--- src/rtl/iter_muldiv_unit.sv ---
// Iterative multiply/divide unit: UMULL/SMULL (2*WIDTH product) and UDIV/SDIV
// (quotient + remainder). Operates on magnitudes and applies signs at the end.
// UNROLL bits are retired per RUN cycle, so a normal op takes N+1 edges.
//
// Handshake: start is sampled only in IDLE or DONE. busy is high while the
// unit owns its operands (RUN, FIX). done is a one-cycle flag in DONE
// qualifying result_lo/result_hi/div_by_zero. All outputs are registered or
// decoded from the state register.
module iter_muldiv_unit #(
  parameter int WIDTH  = 32,
  parameter int UNROLL = 1
) (
  input  logic             clk,
  input  logic             reset,
  input  logic             start,
  input  logic [1:0]       op,
  input  logic [WIDTH-1:0] a,
  input  logic [WIDTH-1:0] b,
  output logic             busy,
  output logic             done,
  output logic [WIDTH-1:0] result_lo,
  output logic [WIDTH-1:0] result_hi,
  output logic             div_by_zero
);

  localparam int N  = WIDTH / UNROLL;
  localparam int CW = (N > 1) ? $clog2(N) : 1;
  localparam logic [CW-1:0] LAST = CW'(N - 1);

  localparam logic [1:0] IDLE = 2'd0;
  localparam logic [1:0] RUN  = 2'd1;
  localparam logic [1:0] FIX  = 2'd2;
  localparam logic [1:0] DONE = 2'd3;

  logic [1:0]       state;
  logic [CW-1:0]    cnt;
  logic [1:0]       op_q;
  logic             sign_a;
  logic             sign_b;
  logic             dbz_q;
  // Multiply: acc_hi = partial product, acc_lo = multiplier shifting out.
  // Divide:   acc_hi = remainder,       acc_lo = dividend out / quotient in.
  logic [WIDTH-1:0] acc_hi;
  logic [WIDTH-1:0] acc_lo;
  logic [WIDTH-1:0] mcand;  // |a| for multiply, |b| (divisor) for divide

  // Operand magnitudes at capture time; signs only matter for SMULL/SDIV.
  logic             sa_in;
  logic             sb_in;
  logic [WIDTH-1:0] mag_a;
  logic [WIDTH-1:0] mag_b;

  assign sa_in = op[0] & a[WIDTH-1];
  assign sb_in = op[0] & b[WIDTH-1];
  assign mag_a = sa_in ? -a : a;
  assign mag_b = sb_in ? -b : b;

  assign busy = (state == RUN) || (state == FIX);
  assign done = (state == DONE);

  // One RUN cycle worth of unsigned shift-add or restoring-divide steps.
  logic [WIDTH-1:0] step_hi;
  logic [WIDTH-1:0] step_lo;
  logic [WIDTH:0]   sum;
  logic [WIDTH:0]   rem;

  always_comb begin
    step_hi = acc_hi;
    step_lo = acc_lo;
    sum     = '0;
    rem     = '0;
    for (int i = 0; i < UNROLL; i++) begin
      if (!op_q[1]) begin
        sum     = {1'b0, step_hi} + (step_lo[0] ? {1'b0, mcand} : '0);
        step_lo = {sum[0], step_lo[WIDTH-1:1]};
        step_hi = sum[WIDTH:1];
      end else begin
        rem     = {step_hi, step_lo[WIDTH-1]};
        step_lo = {step_lo[WIDTH-2:0], 1'b0};
        if (rem >= {1'b0, mcand}) begin
          rem        = rem - {1'b0, mcand};
          step_lo[0] = 1'b1;
        end
        step_hi = rem[WIDTH-1:0];
      end
    end
  end

  // Sign fix-up of the magnitude results; also recovers the original dividend.
  logic [2*WIDTH-1:0] prod;
  logic [2*WIDTH-1:0] prod_fix;
  logic [WIDTH-1:0]   quo_fix;
  logic [WIDTH-1:0]   rem_fix;
  logic [WIDTH-1:0]   a_orig;

  always_comb begin
    prod     = {acc_hi, acc_lo};
    prod_fix = (op_q == 2'b01 && (sign_a ^ sign_b)) ? -prod : prod;
    quo_fix  = (op_q == 2'b11 && (sign_a ^ sign_b)) ? -acc_lo : acc_lo;
    rem_fix  = (op_q == 2'b11 && sign_a) ? -acc_hi : acc_hi;
    a_orig   = sign_a ? -acc_lo : acc_lo;
  end

  // Control FSM, datapath registers and result registers.
  always_ff @(posedge clk) begin
    if (!reset) begin
      state       <= IDLE;
      cnt         <= '0;
      op_q        <= 2'b00;
      sign_a      <= 1'b0;
      sign_b      <= 1'b0;
      dbz_q       <= 1'b0;
      acc_hi      <= '0;
      acc_lo      <= '0;
      mcand       <= '0;
      result_lo   <= '0;
      result_hi   <= '0;
      div_by_zero <= 1'b0;
    end else begin
      case (state)
        IDLE, DONE: begin
          if (start) begin
            state       <= RUN;
            cnt         <= '0;
            op_q        <= op;
            sign_a      <= sa_in;
            sign_b      <= sb_in;
            dbz_q       <= op[1] && (b == '0);
            acc_hi      <= '0;
            acc_lo      <= op[1] ? mag_a : mag_b;
            mcand       <= op[1] ? mag_b : mag_a;
            div_by_zero <= 1'b0;
          end else if (state == DONE) begin
            state <= IDLE;
          end
        end
        RUN: begin
          if (dbz_q) begin
            // Divide by zero bypasses iteration and sign fix-up.
            result_lo   <= '1;
            result_hi   <= a_orig;
            div_by_zero <= 1'b1;
            state       <= DONE;
          end else begin
            acc_hi <= step_hi;
            acc_lo <= step_lo;
            cnt    <= cnt + 1'b1;
            if (cnt == LAST) state <= FIX;
          end
        end
        FIX: begin
          if (!op_q[1]) begin
            result_lo <= prod_fix[WIDTH-1:0];
            result_hi <= prod_fix[2*WIDTH-1:WIDTH];
          end else begin
            result_lo <= quo_fix;
            result_hi <= rem_fix;
          end
          state <= DONE;
        end
        default: state <= IDLE;
      endcase
    end
  end

endmodule
--- config.mk ---
export PLATFORM = sky130hd
export DESIGN_NAME = iter_muldiv_unit
export DESIGN_NICKNAME = d
export VERILOG_FILES = /design/src/rtl/iter_muldiv_unit.sv
export SDC_FILE = /design/constraint.sdc
export NUM_CORES = 1
export LEC_CHECK = 0
export CORE_MARGIN = 2
export CORE_UTILIZATION = 50
export CTS_CLUSTER_SIZE = 28
export DETAILED_ROUTE_END_ITERATION = 10
export PLACE_DENSITY = 0.74
export SLEW_MARGIN = 20
export SYNTH_ARGS = -nofsm -noshare
export SYNTH_HDL_FRONTEND = slang
export SYNTH_SLANG_ARGS = --single-unit
export TNS_END_PERCENT = 100
--- constraint.sdc ---
create_clock -name clk -period 3.2 [get_ports clk]
set_input_delay 0.64 -clock clk [delete_from_list [all_inputs] [get_ports clk]]
set_output_delay 0.64 -clock clk [all_outputs]
set_load 0.02 [all_outputs]
==> results of run 1 <==
state kept, by name, summed over array words and instances (netlist names):
signal / flops
div_by_zero: 1
state: 2
cnt: 5
sign_b: 1
acc_hi: 32
op_q: 2
acc_lo: 32
mcand: 32
dbz_q: 1
result_hi: 32
sign_a: 1
result_lo: 32
metrics by stage:
stage | utilization (%) | setup WS (ns)
after floorplan | - | 0.07207
after global placement | 62.79 | -0.2718
after CTS | 64.90 | 0.0006675
after detailed placement | 62.79 | -0.3024
after global routing | 65.82 | -0.05178
final | 65.82 | 0.04642
final cells by class:
type	count	area, um^2
timing repair buffer	438	3711
multi-input combinational	1658	10930
sequential	173	3466
clock buffer	18	439.2
inverter	72	270.3
clock inverter	14	148.9
tap	390	488.0
fill	2635	10100
kinds of logic after synthesis:
logic type / Yosys count / synth area share, %
buffers and inverters: 214 / 5.564
AND/OR/NAND/NOR: 629 / 19.85
AO/OA/AOI/OAI: 686 / 28.68
flip-flops: 173 / 23.13
adder cells (fa/ha/maj): 75 / 6.366
multiplexers: 64 / 4.478
XOR/XNOR: 204 / 11.93
power groups by stage:
stage	logic (uW)	registers [uW]	clock network, uW
floorplan	4570	3250	0
global placement	7920	3090	0
global route	8930	3130	2230
finish	8400	3080	2160
CTS	8020	3060	2160
detailed placement	7970	3100	0
critical path, delay by kind of cell (launching register included):
family          cells  cell delay, ns
buf+inv             2            0.20
simple gates        5            1.62
xor+xnor            1            0.15
flops               1            0.33
compound gates      2            0.59
fa+ha+maj           1            0.15
what timing repair did:
| item | 4_1_cts | 5_1_grt |
|---|---|---|
| gates resized for setup | 9 | 55 |
| hold buffers | 0 | 0 |
| pin swaps | 2 | 17 |
| setup endpoints to repair | 13 | 41 |
| buffers inserted | 2 | 9 |
placed cells by master (no fill, tap or decap), types with 28 or more instances in the layout:
cell type	n
buf_4	294
a21oi_1	217
nor2_1	211
nand2_1	191
dfxtp_1	171
o21ai_0	158
clkdlybuf4s50_1	133
xnor2_1	102
xor2_1	100
ha_1	70
inv_1	69
a211oi_1	41
mux2i_1	40
nor3_1	36
a21o_1	32
o211ai_1	28
per-layer routing:
layer / part of all wire (%) / wire length [um] / track usage, % / vias up
met4: 4.7 / 2860 / 17.18 / 0
met3: 8.8 / 5294 / 5.219 / 151
li1: - / - / - / 7998
met1: 44 / 26450 / 52.98 / 8144
met5: 0 / 0 / 0 / -
met2: 43 / 25660 / 56.21 / 875
final timing paths:
path	from	to	slack, ns
worst min register to register	result_hi[25]$_SDFFE_PN0P_	result_hi[25]$_SDFFE_PN0P_	0.45
worst max register to register	acc_lo[0]$_SDFFE_PN0P_	result_hi[28]$_SDFFE_PN0P_	0.05
worst max-delay path	acc_lo[0]$_SDFFE_PN0P_	result_hi[28]$_SDFFE_PN0P_	0.05
worst min-delay path	result_hi[25]$_SDFFE_PN0P_	result_hi[25]$_SDFFE_PN0P_	0.45
==> results.md, run 1 <==
- Total gr overflow: 0
- GRT Total Usage: between 30 and 40%
- Via count: around 17000
- FF+latch count, synth: about 170
- Setup TNS: 0 ns
- Finished Layout Cells: ~2800
- Share of the synthesized area in the top cell type: 23.13%
- H-tree depth: 4
- Asr flop ratio synth: 0%
- Gpl congestion: 1.011
- Cell leakage power: ~0.008 uW
- Initial DRT Pass Iterations: 6
- Die Wd: 177.1 um
- Synth top cells by count: 228 x a21oi_1, 216 x nor2_1, 192 x nand2_1, 173 x dfxtp_1, 169 x o21ai_0
- Crit path max fanout: 4
- Peak Freq: around 320 MHz
- Clk root buf: clkbuf_16
- Nets: roughly 2500
- Area growth syn-to-layout: 29.92%
- Input/output buffers: between 100 and 150
- Fin. Hold Viols: 0
- Worst rel slew slack: between 40 and 50%
- Sw Share: between 40% and 50%
- Critical-path top delay cell: or4_4
- Largest net degree at the start of global routing: between 60 and 70
- Status: finished, final reports clean
- Final setup vio count: 0
- Final worst path period share: 98.55%
- Number of antenna diodes: 0
- First-pass GRT wire length: between 90000 and 100000 um
- Maxcap violations: 0
- Total clock sinks: about 170
- Highest cell delay on the worst timing path: around 0.56 ns
- Worst hold path type: flop to flop
- Clock power frac: ~16%
- Layout cells sized above 1: 19.09%
- Post-synth net total: about 2200
- CP Class: flop to flop
- Sequential area share after synthesis: 23.13%
- IO Count: around 140
- Total power: 13640 uW
- Final wirelength: ~60000 um
- Power Density: 701.2 mW/mm^2
- Synth area leaders: dfxtp_1 23%, a21oi_1 7.6%, ha_1 6.1%
- Yosys cell types: 86
- Area after DPL: roughly 0.019 mm^2
- Die Y: 177.1 um
- DR iter-0 viols: about 2000
- Internal cell power: between 7000 and 8000 uW
- CTS max path bufs: 2
- Top cell type by total area after synthesis: dfxtp_1
- Final Max Slew Viols: 0
- Cell row count: 63
- Post-route ant nets: 0
- TritonCTS clock tree: built
- Top FF cell, synth: dfxtp_1
- Worst R2R Path Depth: 11
- Die ar.: approximately 0.031 mm^2
- Dpl hpwl: approximately 47000 um
- Critical Path, Cell by Cell: inv_2 > buf_4 > ha_1 > or3b_4 > or4_4 > nor4_4 > or2b_4 > nand3_4 > o31ai_4 > xor2_2 > a2111oi_2
- Unrepaired setup endpoints after global routing: true
- Num CTS Buffers: 17
- Cell Area, Synth: 0.01498 mm^2
- Core ar.: ~0.030 mm^2
- Critical Path End Type: flop
- Number of remaining DRC errors: 0
- Worst hold slack: between 0.4 and 0.5 ns
- Mean number of vias per cell: 6.214
- Initial antenna violation count: 0
- Syn_area_per_cell: 7.323 um^2
- Vias in the first global route: between 15000 and 20000
- Initial core utilization: about 50%
- Most frequent cell after synthesis: a21oi_1
- EDFF count, synth: 0
- Clk_lat worst skew: roughly 0.46 ns
- Combinational cell fraction of total power: 61.6%
- Syn. warnings: 0
- Min Tclk post-route: around 3.2 ns
- Hold depth: 2
- Slew @ Worst Pin: 0.7901 ns
- Seq pwr share: 22.6%
- Peak VDD IR: a little over 500 uV
- Worst EP required: ~3.6 ns
- Final Instance Area: 0.01946 mm^2
- Syn Inst Count: approximately 2000
- CTS clock-pin slew for the worst setup and hold paths: 0.08 ns
- Net switching power: ~6500 uW
- Placed Instances: ~2700
- Clk_skew: around 0.018 ns
- WL/cell: 21.81 um
- Worst Path Arrival: 3.50 ns
- Critical path startpoint category: flop
No activity file was read; power rests on OpenSTA's default activity.
==> inputs of run 2 (changes only) <==
--- a/config.mk
+++ b/config.mk
@@ -7,7 +7,7 @@
 export LEC_CHECK = 0
 export CORE_MARGIN = 2
 export CORE_UTILIZATION = 50
-export CTS_CLUSTER_SIZE = 28
+export CTS_CLUSTER_SIZE = 25
 export DETAILED_ROUTE_END_ITERATION = 10
 export PLACE_DENSITY = 0.74
 export SLEW_MARGIN = 20
==> results of run 2 <==
The final DEF is identical to that of run 1; final timing and power are the same.
